<file path="src/rtl/mips_core_pkg.sv">
// rtl/mips_core_pkg.sv - shared core types: branch outcome, BHT counter type and counter constants
package mips_core_pkg;

    localparam int ADDR_WIDTH = 32;

    typedef enum logic {
        NOT_TAKEN = 1'b0,
        TAKEN     = 1'b1
    } branch_outcome_t;

    typedef logic [1:0] bht_counter_t;

    localparam bht_counter_t BHT_CTR_WEAK_NT = 2'b01;
    localparam bht_counter_t BHT_CTR_MAX     = 2'b11;
    localparam bht_counter_t BHT_CTR_MIN     = 2'b00;

endpackage

</file>
<file path="src/rtl/sat_counter2.sv">
// rtl/sat_counter2.sv - 2-bit saturating counter next-state function
module sat_counter2
    import mips_core_pkg::*;
(
    input  bht_counter_t    ctr,
    input  branch_outcome_t outcome,
    output bht_counter_t    next_ctr
);

    // Move one step toward the resolved direction, holding at either end.
    always_comb begin
        next_ctr = ctr;
        if (outcome == TAKEN) begin
            if (ctr != BHT_CTR_MAX) begin
                next_ctr = ctr + 2'd1;
            end
        end else begin
            if (ctr != BHT_CTR_MIN) begin
                next_ctr = ctr - 2'd1;
            end
        end
    end

endmodule

</file>
<file path="src/rtl/branch_predictor_bht.sv">
// rtl/branch_predictor_bht.sv - 2-bit counter branch predictor; BRANCH_PREDICTOR_GSHARE_EN selects gshare indexing
module branch_predictor_bht
    import mips_core_pkg::*;
#(
    parameter int INDEX_WIDTH = 6,
    parameter int HIST_WIDTH  = 6
) (
    input  logic                  clk,
    input  logic                  rst_n,
    input  logic                  i_req_valid,
    input  logic                  i_req_is_jump,
    input  logic [ADDR_WIDTH-1:0] i_req_pc,
    input  logic [ADDR_WIDTH-1:0] i_req_target,
    output branch_outcome_t       o_prediction,
    output logic [ADDR_WIDTH-1:0] o_recovery_target,
    input  logic                  i_upd_valid,
    input  logic [ADDR_WIDTH-1:0] i_upd_pc,
    input  branch_outcome_t       i_upd_prediction,
    input  branch_outcome_t       i_upd_outcome,
    output logic [31:0]           o_stat_branches,
    output logic [31:0]           o_stat_mispredicts
);

    localparam int ENTRIES = 1 << INDEX_WIDTH;

    // Flop array rather than SRAM so every entry can reset to weak not-taken.
    bht_counter_t bht [ENTRIES];

    logic [INDEX_WIDTH-1:0] req_idx;
    logic [INDEX_WIDTH-1:0] upd_idx;
    bht_counter_t           req_ctr;
    bht_counter_t           upd_ctr;
    bht_counter_t           upd_next;
    logic                   req_taken;

    // Only the word index bits of the update PC select an entry.
    logic unused_upd_pc_bits;
    assign unused_upd_pc_bits = ^{i_upd_pc[ADDR_WIDTH-1:INDEX_WIDTH+2], i_upd_pc[1:0]};

`ifdef BRANCH_PREDICTOR_GSHARE_EN
    logic [HIST_WIDTH-1:0]  ghr;
    logic [INDEX_WIDTH-1:0] ghr_ext;

    if (HIST_WIDTH < 1 || HIST_WIDTH > INDEX_WIDTH) begin : g_hist_check
        $error("HIST_WIDTH must lie in 1..INDEX_WIDTH");
    end

    assign ghr_ext = INDEX_WIDTH'(ghr);
    assign req_idx = i_req_pc[INDEX_WIDTH+1:2] ^ ghr_ext;
    assign upd_idx = i_upd_pc[INDEX_WIDTH+1:2] ^ ghr_ext;

    // Non-speculative history: shift in the resolved outcome at the LSB.
    always_ff @(posedge clk or negedge rst_n) begin
        if (!rst_n) begin
            ghr <= '0;
        end else if (i_upd_valid) begin
            ghr <= HIST_WIDTH'({ghr, (i_upd_outcome == TAKEN)});
        end
    end
`else
    localparam int UNUSED_HIST_WIDTH = HIST_WIDTH;

    assign req_idx = i_req_pc[INDEX_WIDTH+1:2];
    assign upd_idx = i_upd_pc[INDEX_WIDTH+1:2];
`endif

    assign upd_ctr = bht[upd_idx];

    sat_counter2 u_sat (
        .ctr      (upd_ctr),
        .outcome  (i_upd_outcome),
        .next_ctr (upd_next)
    );

    // Same-cycle lookup reads the pre-update table; there is no bypass.
    always_comb begin
        req_ctr           = bht[req_idx];
        req_taken         = i_req_is_jump | req_ctr[1];
        o_prediction      = NOT_TAKEN;
        o_recovery_target = i_req_target;
        if (i_req_valid && req_taken) begin
            o_prediction      = TAKEN;
            o_recovery_target = i_req_pc + ADDR_WIDTH'(8);
        end
    end

    // Train the addressed counter from the resolved outcome.
    always_ff @(posedge clk or negedge rst_n) begin
        if (!rst_n) begin
            for (int i = 0; i < ENTRIES; i++) begin
                bht[i] <= BHT_CTR_WEAK_NT;
            end
        end else if (i_upd_valid) begin
            bht[upd_idx] <= upd_next;
        end
    end

    // Saturating branch and misprediction statistics.
    always_ff @(posedge clk or negedge rst_n) begin
        if (!rst_n) begin
            o_stat_branches    <= '0;
            o_stat_mispredicts <= '0;
        end else if (i_upd_valid) begin
            if (o_stat_branches != 32'hFFFF_FFFF) begin
                o_stat_branches <= o_stat_branches + 32'd1;
            end
            if ((i_upd_prediction != i_upd_outcome) &&
                (o_stat_mispredicts != 32'hFFFF_FFFF)) begin
                o_stat_mispredicts <= o_stat_mispredicts + 32'd1;
            end
        end
    end

endmodule

</file>
<file path="config.mk">
export PLATFORM = sky130hd
export DESIGN_NAME = branch_predictor_bht
export DESIGN_NICKNAME = d
export VERILOG_FILES = /design/src/rtl/mips_core_pkg.sv /design/src/rtl/sat_counter2.sv /design/src/rtl/branch_predictor_bht.sv
export SDC_FILE = /design/constraint.sdc
export NUM_CORES = 1
export LEC_CHECK = 0
export ABC_AREA = 1
export BUFFER_PORTS_ARGS = -buffer_cell sky130_fd_sc_hd__buf_2
export CORE_MARGIN = 2
export CORE_UTILIZATION = 61
export CTS_CLUSTER_DIAMETER = 80
export CTS_CLUSTER_SIZE = 28
export DETAILED_ROUTE_END_ITERATION = 8
export PLACE_DENSITY = 0.86
export SLEW_MARGIN = 25
export SYNTH_ARGS = -nofsm -noshare
export SYNTH_HDL_FRONTEND = slang
export SYNTH_HIERARCHICAL = 1
export SYNTH_SLANG_ARGS = --single-unit
</file>
<file path="constraint.sdc">
create_clock -name clk -period 2.75 [get_ports clk]
set_input_delay 0 -clock clk [delete_from_list [all_inputs] [get_ports clk]]
set_output_delay 0 -clock clk [all_outputs]
set_load 0.03 [all_outputs]
</file>
Yosys cells after proc, flatten, opt, wreduce, memory -nomap -nowiden
Index checks and enable logic that the tools add are counted.
- register bits after elaboration: 192
- input port bits: 103
- output and inout port bits: 97
- $add $sub $neg: 5
- $lt $le $gt $ge: 3
- eq/ne operators: 4
- multiplexer cells: 14
- bitwise logic cells: 3
- reduce and logical (&&, ||, !) cells: 6
- operator list (cell ; count):
    bitwise mux 128 bit ; 1
    adder 32 x 1 -> 32 bit, second input constant ; 2
    != test 32 bit, second input constant ; 2
    adder 32 x 4 -> 32 bit, second input constant ; 1
    two-way mux 32 bit ; 1
    binary-select mux 2 bit (select 6 bit) ; 2
    two-way mux 2 bit ; 8
    greater-or-equal comparator 7 bit, second input constant ; 2
    inverter 6 -> 7 bit ; 2
    demux 2 bit (select 6 bit) ; 1
    less-than comparator 7 x 1 -> 1 bit, second input constant ; 1
    AND reduction 2 bit ; 2
    logical AND 1 bit ; 3
    adder 2 x 1 -> 2 bit, second input constant ; 1
    != test 2 bit, second input constant ; 1
    nonzero test 2 bit ; 1
    subtractor 2 x 1 -> 2 bit, second input constant ; 1
    two-way mux 1 bit ; 1
    != test 1 bit ; 1
    OR 1 bit ; 1

Longest topological paths before layout
- depth after elaboration: 8
- gate-level depth with buffers: 17
- gate-level depth less buffers: 16

Modules after synthesis
The synthesis kept the hierarchy.
- modules (own cells, without submodules) (module ; instances ; cells each ; area each (um2) ; sequential area each (um2)):
    branch_predictor_bht ; 1 ; 1553 ; 11372.2 ; 4884.7
    sat_counter2 ; 1 ; 6 ; 25.0 ; 0.0

Worst setup path after synthesis
No wires, ideal clock.
- kind: register -> register
- start: register o_stat_branches[0]
- end: register o_stat_branches[13]
- setup time: 0.137 ns
- arrival time: 1.848 ns
- data required time: 2.613 ns
- setup slack: 0.765 ns
- cell stages (with the launch flop): 11
- buffers on the path: 1
- path through: dfrtp_1 > ha_1 > inv_1 > nor3_1 > nand2_1 > nor2_1 > nand2_1 > nand2_2 > buf_2 > nor2_1 > xor2_1
- longest elaborated chain between the ends: 2
- elaborated cells on any way between the ends: 3
- those cells by class: 1 x add/sub; 1 x eq/ne; 1 x reduce/logical
- RTL lines (item ; line ; source):
    start: declaration ; branch_predictor_bht.sv:20 ; output logic [31:0] o_stat_branches,
    start signal: assignment ; branch_predictor_bht.sv:105 ; o_stat_branches <= o_stat_branches + 32'd1;
    branches (longest 2 deep; another with adder 32 x 1 -> 32 bit) ; - ;
Several ways; the timed one is not identified.
A chain may end at the register's enable or synchronous reset.

==> results.md <==
* Global placement routability congestion at ~0.93
* Period utilization at between 90% and 100%
* Num CTS Buffers at 17
* Post-route ant nets at 0
* Synth cell types at 38
* Fin crit period at around 2.5 ns
* Clk_skew at between 0.015 and 0.02 ns
* Clock Sinks at 192
* WP data required at about 2.8 ns
* Crit path from: bht[1]
* Slew HR at 33.26%
* Avg Inst Size Synth at approximately 7.3 µm²
* # resized after CTS at 0
* CP startpoint kind: flop
* CP peak stage delay at 0.42 ns
* First-pass GRT wire length at 53,110 µm
* Bufs on Longest Clock Path at 2
* Via density at roughly 5.8
* DRC marker count from the first detailed-route iteration at 1,030
* Post-synthesis mux area share at 0%
* Placed Instance Area at around 0.012 mm²
* Cell Count, Final, Fillers Out at around 2k
* Initial antenna violation count at 0
* Pwr Density at roughly 600 mW/mm²
* Status: complete, no violations
* Vias in the first global route at approximately 11k
* CP Buf/Inv Count at 3
* Worst Hold Class: in -> reg
* Nets at 1,835
* Final setup fails at 0
* Reg2reg setup slack at 0.48 ns
* Critical Path Stages at 14
* Crit Path Class: reg -> out
* Aggregate global-route resource usage at between 30% and 40%
* Area delta synth->final at 14.80%
* Worst R2R End: o_stat_branches[30]
* Largest net degree at the start of global routing at 86
* Hold path cells at 4
* DRT Pass-1 Iters at 6
* Post-CTS Setup Bufs at 0
* CTS tree: yes
* Post-Synth XOR/XNOR Area at under 10%
* Crit-path leading delay family: simple AND/OR/NAND/NOR gates
* DIE AREA at 0.01979 mm²
* Crit-path most repeated cell: nand2_1
* DR WL/cell at 16.68 µm
* WP data arrival at between 2 and 3 ns
* Post-Synthesis Net Count at ~1.7k
* Placed instance count at 1,937
* Top-Level Pins at 200
* Post-Synthesis Cell Area at around 0.011 mm²
* Antenna Cells at 0
* CP endpoint kind: primary output
* Die W at ~140 µm
* DRC errors left at 0
* Hold Buf Count CTS at 2
* Worst Setup EP: o_recovery_target[11]
* Share of cells above drive strength 1 at 18.94%
* Final hold vios at 0
* Highest Clock Rate at between 300 and 400 MHz
* Remaining Overflow, GRT at 0
* Critical path peak fanout at 33
* FP Rows at 49
* Slowest library cell on the worst path: dfrtp_1
* Initial Utilization at 62.80%
* Max Cap Viol at 0
* Final Slew Violations at 0
* Seq/Total Area, Yosys at 42.86%
* # port buffers at 173
* Final instance area at between 0.01 and 0.015 mm²
* Clk root buf: clkbuf_16
* Register bit total from synthesis at about 190
* R2R Path Start: o_stat_branches[0]
* Clk Latency, worst-skew pair at around 0.45 ns
* Synth Area in Compound Gates at 10.39%
* Syn. warnings at 6
* Core Area at ~0.018 mm²
* Adder-cell area share of the yosys netlist at less than 1%
* R2R depth at 11
* CP cell instances: inv_1 > nand2_1 > nand3_1 > nand2_1 > nand2_1 > nand2_1 > inv_1 > nand2_1 > a21oi_2 > nand3_2 > nand2_4 > nand2_1 > nand2_1 > buf_2
* Least-Margin Pin Slew at roughly 1 ns
* Post-Syn Instances at 1,559
* Reg clk slew, reported paths at ~0.08 ns
* Die Span Y at between 100 and 150 µm
* Vias post-DR at around 11k
* WL final at about 33,000 µm
* Simple logic cell fraction of the synthesized area at roughly a third
* Final core occ at 72.10%
* Hpwl dp at roughly 23,000 µm
* Setup TNS at 0 ns
* Main combinational cell family by area after synthesis: simple AND/OR/NAND/NOR gates
* Htree depth at 4
* RSZ-0062 raised after global routing: false
* VDD IR-drop max at 0.5242 mV
* Pleak at around 0.0062 µW
through the flow:
stage / hold WS, ns / total power [µW] / worst slack (ns)
3_3_place_gp: 0.08726 / 5401 / 0.4660
3_5_place_dp: 0.09291 / 5468 / 0.3950
5_1_grt: 0.04771 / 8279 / 0.06960
2_1_floorplan: -0.2956 / 4832 / 0.7648
6_report: 0.02136 / 7916 / 0.2338
4_1_cts: 0.01113 / 7914 / 0.2780
synth_stat cells, drive strengths merged:
library cell  instances  share of area, %
nand3b                4              0.26
nand2               574                19
o2bb2ai               2              0.15
nand4                35               1.9
inv                 127               4.2
a21oi                13              0.60
nor4                 18               1.0
buf                  34               2.0
xor2                 60               4.6
o21ai               158               6.9
xnor2                26               2.0
nand3                97               4.3
o2111ai              10              0.77
clkinv                2             0.066
dfstp                64                15
o211ai                5              0.33
clkbuf               15              0.49
nor2                106               3.5
a22oi                13              0.86
a221oi                1             0.077
dfrtp               128                28
nor3                 52               2.7
o22ai                12              0.66
ha                    3              0.33
per-layer routing:
| layer | track usage (%) | share of wire, % | up-vias |
|---|---|---|---|
| met1 | 43.74 | 41 | 5183 |
| met3 | 7.405 | 10 | 118 |
| met2 | 54.40 | 46 | 632 |
| li1 | - | - | 5436 |
| met4 | 13.79 | 3.7 | 0 |
| met5 | 0 | 0 | - |
worst min-delay path by stage:
| stage | startpoint | end |
|---|---|---|
| 2_1_floorplan | rst_n | bht[101] |
| 3_3_place_gp | rst_n | o_stat_branches[5] |
| 3_5_place_dp | rst_n | o_stat_branches[3] |
| 4_1_cts | i_upd_pc[5] | bht[28] |
| 5_1_grt | i_upd_pc[5] | bht[28] |
| 6_report | i_upd_pc[5] | bht[28] |
registers in the layout, summed over array words and instances (netlist names):
register and flops:
bht 128, o_stat_mispredicts 32, o_stat_branches 32
where the power goes:
group	total [µW]	internal [µW]	switching (µW)	leakage (µW)
clock	2460	1280	1180	0.000270
sequential	3660	3330	324	0.00235
combinational	1800	550	1250	0.00360
total	7920	5160	2750	0.00622
layout make-up:
class                   count  area [µm²]
multi-input cells        1189        5743
fillers                  1516        5064
flip-flops and latches    192        4885
repair buffers            200        1107
inverters                 129       486.7
clock buffers              18       429.2
well taps                 229       286.5
clock inverters            14       146.4
worst register-to-register path, delay by kind of cell (launching register included):
| family | cells | cell delay (ns) |
|---|---|---|
| and+or+nand+nor | 7 | 1.12 |
| DFF | 1 | 0.41 |
| buffers and inverters | 2 | 0.27 |
| adders and majority gates | 1 | 0.20 |
| xor gates and xnor gates | 1 | 0.15 |
cells in the final DEF, fill, tap and decap left out, types with 11 or more instances in the layout:
master / instances
a21oi_1: 12
a22oi_1: 13
buf_2: 172
buf_4: 23
clkbuf_16: 17
dfrtp_1: 128
dfstp_2: 64
inv_1: 118
nand2_1: 561
nand2_2: 11
nand3_1: 95
nand4_1: 35
nor2_1: 104
nor3_1: 43
nor4_1: 17
o21ai_0: 148
o22ai_1: 12
xnor2_1: 26
xor2_1: 60
logic make-up after synthesis:
logic type | after synthesis
AND/OR/NAND/NOR | 886
flip-flops | 192
AO/OA/AOI/OAI | 214
buffers and inverters | 178
adder cells (fa/ha/maj) | 3
XOR/XNOR | 86
(Power assumes the default switching activity.)
